[src/rtl/dram_pkg.sv]
// Shared DRAM word layout, diag load codes and loader states for the IR dispatch RAM.
// Used by dram_loader and by the IR stage for word unpacking.
package dram_pkg;

    localparam int DRAM_WIDTH     = 15;
    localparam int DRAM_ADDR_BITS = 9;
    localparam int PAIR_BITS      = DRAM_ADDR_BITS - 1;

    localparam logic [6:0] DIAG_LOAD_XY_EVEN = 7'o60;
    localparam logic [6:0] DIAG_LOAD_XY_ODD  = 7'o61;
    localparam logic [6:0] DIAG_LOAD_JCOM    = 7'o62;
    localparam logic [6:0] DIAG_LOAD_J_EVEN  = 7'o63;
    localparam logic [6:0] DIAG_LOAD_J_ODD   = 7'o64;

    localparam logic [0:4] MASK_FULL = 5'b11111;

    typedef struct packed {
        logic [0:2]  a;
        logic [0:2]  b;
        logic        par;
        logic [1:4]  jcom;
        logic [7:10] j;
    } tDRAMword;

    typedef enum logic [1:0] {
        IDLE,
        WR_EVEN,
        WR_ODD
    } tLoaderState;

    // Mask bit 0 corresponds to code 060, bit 4 to code 064; unknown codes map to no bit.
    function automatic logic [0:4] diag_func_bit(input logic [6:0] code);
        case (code)
            DIAG_LOAD_XY_EVEN: return 5'b10000;
            DIAG_LOAD_XY_ODD:  return 5'b01000;
            DIAG_LOAD_JCOM:    return 5'b00100;
            DIAG_LOAD_J_EVEN:  return 5'b00010;
            DIAG_LOAD_J_ODD:   return 5'b00001;
            default:           return 5'b00000;
        endcase
    endfunction

endpackage

[src/rtl/dram_word_parity.sv]
// Combinational odd-parity helper for one DRAM word: par_gen is the PAR value
// that gives the whole word odd parity; a supplied word checks good when PAR equals it.
module dram_word_parity
    import dram_pkg::*;
(
    input  tDRAMword data,
    output logic     par_gen
);

    // Removing the supplied PAR from the full-word XOR leaves the XOR of the other 14 bits.
    assign par_gen = ~((^data) ^ data.par);

endmodule

[src/rtl/dram_loader.sv]
// Diagnostic loader for the IR dispatch RAM: gathers diag functions 060..064 for one
// even/odd pair, then writes both words. Define DRAM_LOADER_PARGEN_EN to generate PAR.
module dram_loader
    import dram_pkg::*;
(
    input  logic                      clk,
    input  logic                      reset,
    input  logic                      diagStrobe,
    input  logic [0:6]                diagFunc,
    input  logic [0:35]               ebusData,
    output logic [DRAM_ADDR_BITS-1:0] dramAddr,
    output logic [DRAM_WIDTH-1:0]     dramDin,
    output logic                      dramWe,
    output logic                      busy,
    output logic                      done,
    output logic                      seqErr,
    output logic                      parErr,
    input  logic                      errClr
);

    tLoaderState state, state_next;

    logic [0:4]           mask, mask_next;
    logic [PAIR_BITS-1:0] pair;
    logic [0:2]           even_a, even_b, odd_a, odd_b;
    logic                 even_par, odd_par;
    logic [1:4]           jcom;
    logic [7:10]          j_even, j_odd;

    logic [0:4]           func_bit;
    logic                 accepted;
    logic [PAIR_BITS-1:0] strobe_pair;
    logic                 pair_mismatch;
    logic                 seq_err_set;
    logic                 par_err_set;

    tDRAMword even_raw, odd_raw, even_word, odd_word;
    logic     even_gen, odd_gen;

    assign func_bit      = diag_func_bit(diagFunc);
    assign accepted      = diagStrobe && (func_bit != 5'b00000);
    assign strobe_pair   = ebusData[27:34];
    assign pair_mismatch = (mask != 5'b00000) && (strobe_pair != pair);

    assign even_raw = {even_a, even_b, even_par, jcom, j_even};
    assign odd_raw  = {odd_a, odd_b, odd_par, jcom, j_odd};

    dram_word_parity u_even_parity (
        .data    (even_raw),
        .par_gen (even_gen)
    );

    dram_word_parity u_odd_parity (
        .data    (odd_raw),
        .par_gen (odd_gen)
    );

`ifdef DRAM_LOADER_PARGEN_EN
    always_comb begin
        even_word     = even_raw;
        odd_word      = odd_raw;
        even_word.par = even_gen;
        odd_word.par  = odd_gen;
    end

    assign par_err_set = 1'b0;
`else
    assign even_word = even_raw;
    assign odd_word  = odd_raw;

    // Bad words are still written; the error only reports them.
    assign par_err_set = ((state == WR_EVEN) && (even_raw.par != even_gen)) ||
                         ((state == WR_ODD)  && (odd_raw.par  != odd_gen));
`endif

    always_ff @(posedge clk) begin
        if (reset) begin
            state <= IDLE;
        end else begin
            state <= state_next;
        end
    end

    always_comb begin
        state_next  = state;
        mask_next   = mask;
        seq_err_set = 1'b0;
        dramWe      = 1'b0;
        busy        = 1'b0;
        dramAddr    = '0;
        dramDin     = '0;
        case (state)
            IDLE: begin
                if (accepted) begin
                    // A new pair address restarts collection with this strobe as its first function.
                    if (pair_mismatch) begin
                        seq_err_set = 1'b1;
                        mask_next   = func_bit;
                    end else begin
                        mask_next = mask | func_bit;
                    end
                    if (mask_next == MASK_FULL) begin
                        state_next = WR_EVEN;
                    end
                end
            end
            WR_EVEN: begin
                busy        = 1'b1;
                dramWe      = 1'b1;
                dramAddr    = {pair, 1'b0};
                dramDin     = even_word;
                seq_err_set = accepted;
                state_next  = WR_ODD;
            end
            WR_ODD: begin
                busy        = 1'b1;
                dramWe      = 1'b1;
                dramAddr    = {pair, 1'b1};
                dramDin     = odd_word;
                seq_err_set = accepted;
                mask_next   = 5'b00000;
                state_next  = IDLE;
            end
            default: begin
                state_next = IDLE;
            end
        endcase
    end

    always_ff @(posedge clk) begin
        if (reset) begin
            mask     <= 5'b00000;
            pair     <= '0;
            even_a   <= '0;
            even_b   <= '0;
            even_par <= 1'b0;
            odd_a    <= '0;
            odd_b    <= '0;
            odd_par  <= 1'b0;
            jcom     <= '0;
            j_even   <= '0;
            j_odd    <= '0;
            done     <= 1'b0;
            seqErr   <= 1'b0;
            parErr   <= 1'b0;
        end else begin
            mask   <= mask_next;
            done   <= (state == WR_ODD);
            seqErr <= (seqErr && !errClr) || seq_err_set;
            parErr <= (parErr && !errClr) || par_err_set;
            if ((state == IDLE) && accepted) begin
                pair <= strobe_pair;
                case (diagFunc)
                    DIAG_LOAD_XY_EVEN: begin
                        even_a   <= ebusData[0:2];
                        even_b   <= ebusData[3:5];
                        even_par <= ebusData[6];
                    end
                    DIAG_LOAD_XY_ODD: begin
                        odd_a   <= ebusData[0:2];
                        odd_b   <= ebusData[3:5];
                        odd_par <= ebusData[6];
                    end
                    DIAG_LOAD_JCOM:   jcom   <= ebusData[0:3];
                    DIAG_LOAD_J_EVEN: j_even <= ebusData[0:3];
                    DIAG_LOAD_J_ODD:  j_odd  <= ebusData[0:3];
                    default: ;
                endcase
            end
        end
    end

endmodule

[config.mk]
export PLATFORM = sky130hd
export DESIGN_NAME = dram_loader
export DESIGN_NICKNAME = d
export VERILOG_FILES = /design/src/rtl/dram_pkg.sv /design/src/rtl/dram_word_parity.sv /design/src/rtl/dram_loader.sv
export SDC_FILE = /design/constraint.sdc
export NUM_CORES = 1
export LEC_CHECK = 0
export BUFFER_PORTS_ARGS = -buffer_cell sky130_fd_sc_hd__buf_2
export CORE_ASPECT_RATIO = 1.75
export CORE_MARGIN = 1
export CORE_UTILIZATION = 27
export CTS_CLUSTER_DIAMETER = 60
export CTS_CLUSTER_SIZE = 10
export DETAILED_ROUTE_END_ITERATION = 12
export SETUP_SLACK_MARGIN = 0.02
export SYNTH_ARGS = -nofsm -noshare
export SYNTH_HDL_FRONTEND = slang
export SYNTH_SLANG_ARGS = --single-unit
export TNS_END_PERCENT = 10
[constraint.sdc]
create_clock -name clk -period 2 [get_ports clk]
set_input_delay 0.1 -clock clk [delete_from_list [all_inputs] [get_ports clk]]
set_output_delay 0.1 -clock clk [all_outputs]
set_load 0.1 [all_outputs]
Word level (Yosys, flattened, before mapping)
Index checks and enable logic that the tools add are counted.
{ "word_totals": {"register_bits": 44, "word_cells": 73, "output_inout_bits": 29, "in_bits": 47} }
{ "classes": {"reduce_logical": 25, "n_mux": 15, "bitwise": 5, "n_eq_ne": 13} }
{ "op_table": {"columns": ["cell", "count"], "rows": [
  ["$eq 7x6->1 const B", 5],
  ["$pmux 15 s2", 1],
  ["$reduce_xor 15->1", 2],
  ["$pmux 5 s5", 1],
  ["$mux 5", 4],
  ["$pmux 9 s2", 1],
  ["$reduce_and 2->1", 7],
  ["$pmux 5 s2", 1],
  ["$reduce_bool 5->1", 2],
  ["$ne 8x8->1", 1],
  ["$logic_and 1x1->1", 7],
  ["$eq 5x5->1 const B", 1],
  ["$or 5x5->5", 1],
  ["$mux 2", 2],
  ["$ne 2x2->1 const B", 2],
  ["$pmux 2 s2", 1],
  ["$logic_or 1x1->1", 3],
  ["$mux 1", 3],
  ["$eq 2x1->1 const B", 1],
  ["$eq 2x2->1 const B", 1],
  ["$logic_not 2->1", 1],
  ["$ne 1x1->1", 2],
  ["$not 1->1", 2],
  ["$pmux 1 s2", 1],
  ["other kinds (4)", 5]
]} }

Depth between registers and ports, before layout
{ "logic_depth": {"word_depth": 10, "ltp_mapped": 9, "ltp_nobuf": 7} }

Cells and area by module
A second synthesis with hierarchy kept.
{ "unflattened": {"hier_cells": 273, "area_unflattened_um2": 2620.0} }
{ "modules_own_cells": {"columns": ["module", "area_per_inst_um2", "seq_area_each_um2", "cells_each", "instances"], "rows": [
  ["dram_loader", 2357.3, 880.8, 251, 1],
  ["dram_word_parity", 131.4, 0.0, 11, 2]
]} }

Least setup slack after synthesis
Ideal clock, no wire load.
{ "synth_timing": {"kind": "register to output", "from": "reg state[0]", "to": "out dramDin[0]", "arrival_ns": 3.269, "required_time_ns": 1.900, "path_stages_with_launch": 7, "setup_slack_ns": -1.369, "path_buffers": 2, "cell_sequence": "dfxtp_1 -> inv_1 -> ha_1 -> clkbuf_1 -> clkbuf_1 -> a22oi_1 -> nor2b_1"} }
{ "synth_via": {"elab_chain_cells": 2, "word_cells_on_any_way": 3, "classes_between": "2 x eq/ne; 1 x mux"} }
{ "synth_lines": {"columns": ["element", "line_no", "rtl"], "rows": [
  ["start: declaration", "dram_loader.sv:21", "tLoaderState state, state_next;"],
  ["start signal: assignment", "dram_loader.sv:80", "state <= state_next;"],
  ["$eq 2x2->1 / $eq 2x1->1 (equally long branches)", "dram_loader.sv:92", "case (state)"],
  ["$pmux 15 s2 (*)", "dram_loader.sv:92", null],
  ["end: declaration", "dram_loader.sv:12", "output logic [DRAM_WIDTH-1:0] dramDin,"]
]} }
Every way passes the cells marked *; elsewhere a longest branch is shown, timed or not.

Final worst setup path
{ "layout_timing": {"from": "reg state[1]", "to": "out dramDin[9]"} }
The elaborated chain is that of the path after synthesis.

==> key figures <==
Clock tree
  • CTS sink count: 44
  • CTS Buf Count: 5
  • Hold_buf cts: 0
  • Longest Clk Path Bufs: 2
  • Clock latency on the worst-skew pair: 0.29 ns
  • Depth of the CTS H-tree: 2
  • CTS tree: built
  • CTS root buf: clkbuf_16
  • Worst-path clk slew: about 0.060 ns

Cells and area
  • Fill count: 870
  • Nets: 375
  • Antenna fix cells: 0
  • P&R area growth vs syn: 39.1%
  • Finished Cell Area: 0.00342 mm²
  • Layout cells sized above 1: 31.5%
  • Post-Layout Cell Count: 441

Synthesis
  • Synthesized cell area: 0.00246 mm²
  • Sequential fraction of the synthesis area: 35.9%
  • Post-synth EDFFs: 0
  • Synth top area cells: dfxtp_1 36%, mux2i_1 11%, xnor2_1 8.2%
  • Ys Warns: 0
  • Async set-or-reset flop fraction in the synthesized netlist: 0%
  • Syn Area/Cell: about 9.1 µm²
  • Syn nets: 321
  • Main synth FF type: dfxtp_1
  • Cell count after synthesis: 270
  • Synth area leader: dfxtp_1
  • Synth top area share: 35.9%
  • Post-synth cell types: 46
  • Yosys reg bits: 44

Timing
  • RSZ-0062 raised after global routing: true
  • # setup viols final: 0
  • Hold Fails Final Rpt: 0
  • Max-slew violation count: 0
  • Min Tclk post-route: 1.92 ns
  • Clock skew: about 0.0070 ns
  • Max_slew headroom: 63.5%
  • Fmax: 0.521 GHz
  • Final period utilization: 96.1%
  • Slew @ Worst Pin: 0.540 ns

Hold path
  • Hold path startpoint: ebusData[5]
  • Min-Delay Endpoint: odd_b[2]
  • Hold Path Class: in -> reg
  • Hold path depth: 3

Global routing
  • Initial antenna violation count: 0
  • First-pass GRT wire length: 9.72 mm
  • Largest net degree at the start of global routing: 32
  • GRT Residual Overflow: 0
  • Vias in the first global route: roughly 2000
  • Gr usage total: 13.8%

Place
  • Placed Area: between 0.003 and 0.004 mm²
  • Placed Cells incl. Taps: 431
  • DPL Wire Length: approximately 4.6 mm
  • I/O Buffers: between 50 and 60
  • Gpl congestion: 0.940

Route
  • Vias: approximately 2000
  • Post-detailed-route count of antenna-violating nets: 0
  • Avg WL per Cell: 13.8 µm
  • DRC violations left: 0
  • Routed WL: 6.10 mm
  • TritonRoute pass-1 iters: 4
  • Routed vias/inst: 4.59
  • Starting DRT DRC Count: 75

Critical path
  • Max FO, Critical Path: 12
  • Slowest cell on the critical path: dfxtp_1
  • Critical R2R Capture: j_even[9]
  • Worst EP required: about 1.9 ns
  • Worst Reg2Reg Path Length in Cells: 6
  • Worst r2r src: state[0]
  • CP Launch Type: flop
  • Slowest stage delay, CP: 0.42 ns
  • Worst-path cell chain: inv_1 > ha_1 > buf_4 > a22oi_1 > nor2b_4 > buf_12
  • CP Class: reg -> out
  • R2R Setup Slk: between 0.15 and 0.2 ns
  • Setup crit end kind: output port
  • CP Data Arrival Time: approximately 1.8 ns

Floorplan
  • Row count: between 40 and 50
  • Die Height: 128 µm
  • Starting Density: between 20 and 30%
  • Die width: 74.1 µm
  • Core area: 0.00873 mm²
  • # IOs: 76
  • Die area: 0.00950 mm²

Power and ir drop
  • Pwr Density: 514 mW/mm²
  • Lkg Pwr: 1.36 nW
  • Design Power: 1.76 mW
  • Peak VDD IR: 341 µV

Flow run
  • Max-cap violations: 0

Run status
  • Outcome: completed
metrics by stage:
step           TNS [ns]  utilization, %  worst slack [ns]  hold WS, ns
2_1_floorplan   -0.0348               -           -0.0216        0.244
3_3_place_gp          0            37.3             0.222        0.351
3_5_place_dp          0            37.3             0.171        0.367
4_1_cts               0            38.9            0.0708       0.0670
5_1_grt               0            39.1           0.00936       0.0815
6_report              0            39.1            0.0788       0.0726
sequential cells by signal (all words and copies together), names as in the netlist:
signal,flops
pair,8
state,2
parErr,1
even_par,1
done,1
even_b,3
mask,5
odd_par,1
odd_b,3
jcom,4
j_odd,4
j_even,4
even_a,3
odd_a,3
seqErr,1
per-layer routing:
metal	global-route usage [%]	share of wire, %	wire length [µm]
met4	6.90	2.4	149
met3	2.52	3.2	194
met2	26.0	56	3400
met5	0	0	0
met1	13.8	39	2360
critical path: cells and delay by family (launching register included):
kind	cells	cell delay [ns]
AOI/OAI and AO/OA	1	0.33
adders and majority gates	1	0.21
buffers and inverters	3	0.48
DFF	1	0.42
and+or+nand+nor	1	0.08
cells in the mapped netlist (2+ instances only):
master / n
o21ai_0: 2
and2_1: 12
xor2_1: 10
xnor2_1: 23
nand2b_1: 3
mux2i_1: 27
inv_1: 3
nor4_1: 2
dfxtp_1: 44
a21boi_1: 2
nand4_1: 3
a22oi_1: 14
buf_6: 2
nor2b_1: 14
nand2_1: 14
ha_1: 4
a21oi_1: 12
clkbuf_1: 7
nor2_1: 35
nand3_1: 11
kinds of logic after synthesis:
kind of cell,synth area share (%)
DFF,35.9
AOI/OAI and AO/OA,10.4
adders and majority gates,2.04
muxes,11.0
and+or+nand+nor,23.8
buffers and inverters,5.09
xor gates and xnor gates,11.8
worst max-delay path by stage:
stage                   from          to  slack (ns)  cells after the start
floorplan           state[0]  dramDin[1]       -0.02                      5
global placement    state[0]  j_even[10]        0.22                      6
detailed placement  state[0]   j_even[8]        0.17                      6
CTS                 state[1]  dramDin[9]        0.07                      6
global route        state[1]  dramDin[8]       0.009                      6
finish              state[1]  dramDin[9]        0.08                      6
where the power goes:
part | switching [mW] | internal (mW) | leakage (nW) | total [mW]
clock network | 0.325 | 0.454 | 0.0667 | 0.779
logic | 0.0614 | 0.0357 | 0.937 | 0.0972
registers | 0.00152 | 0.878 | 0.354 | 0.880
total | 0.388 | 1.37 | 1.36 | 1.76
timing repair:
item	CTS	global route
setup buffers	0	3
gates cloned	0	0
resized for setup	1	0
endpoints found under the setup margin	12	10
cell usage in the layout, fill, tap and decap left out, types with 2 or more instances in the layout:
master and count:
dfxtp_1 44, nor2_1 35, buf_2 31, mux2i_1 27, xnor2_1 23, buf_12 23, a22oi_1 14, nand2_1 14
a21oi_1 12, and2_2 11, nand3_1 11, nor2b_4 10, xor2_1 10, buf_4 8, clkbuf_16 5, inv_1 3
nor2b_1 3, nand4_1 3, nand2b_1 3, o21ai_0 2, nor4_1 2, a21boi_1 2, ha_4 2, ha_1 2
final cells by class:
| type | instances | area (µm²) | share of cell area [%] |
|---|---|---|---|
| Clock inverter | 1 | 5.00 | 0.147 |
| Multi-Input combinational cell | 208 | 1570 | 45.9 |
| Clock buffer | 6 | 129 | 3.77 |
| Tap cell | 117 | 146 | 4.29 |
| Sequential cell | 44 | 881 | 25.8 |
| Inverter | 3 | 11.3 | 0.330 |
| Timing Repair Buffer | 62 | 676 | 19.8 |
Power figures use the tool's default switching activity.
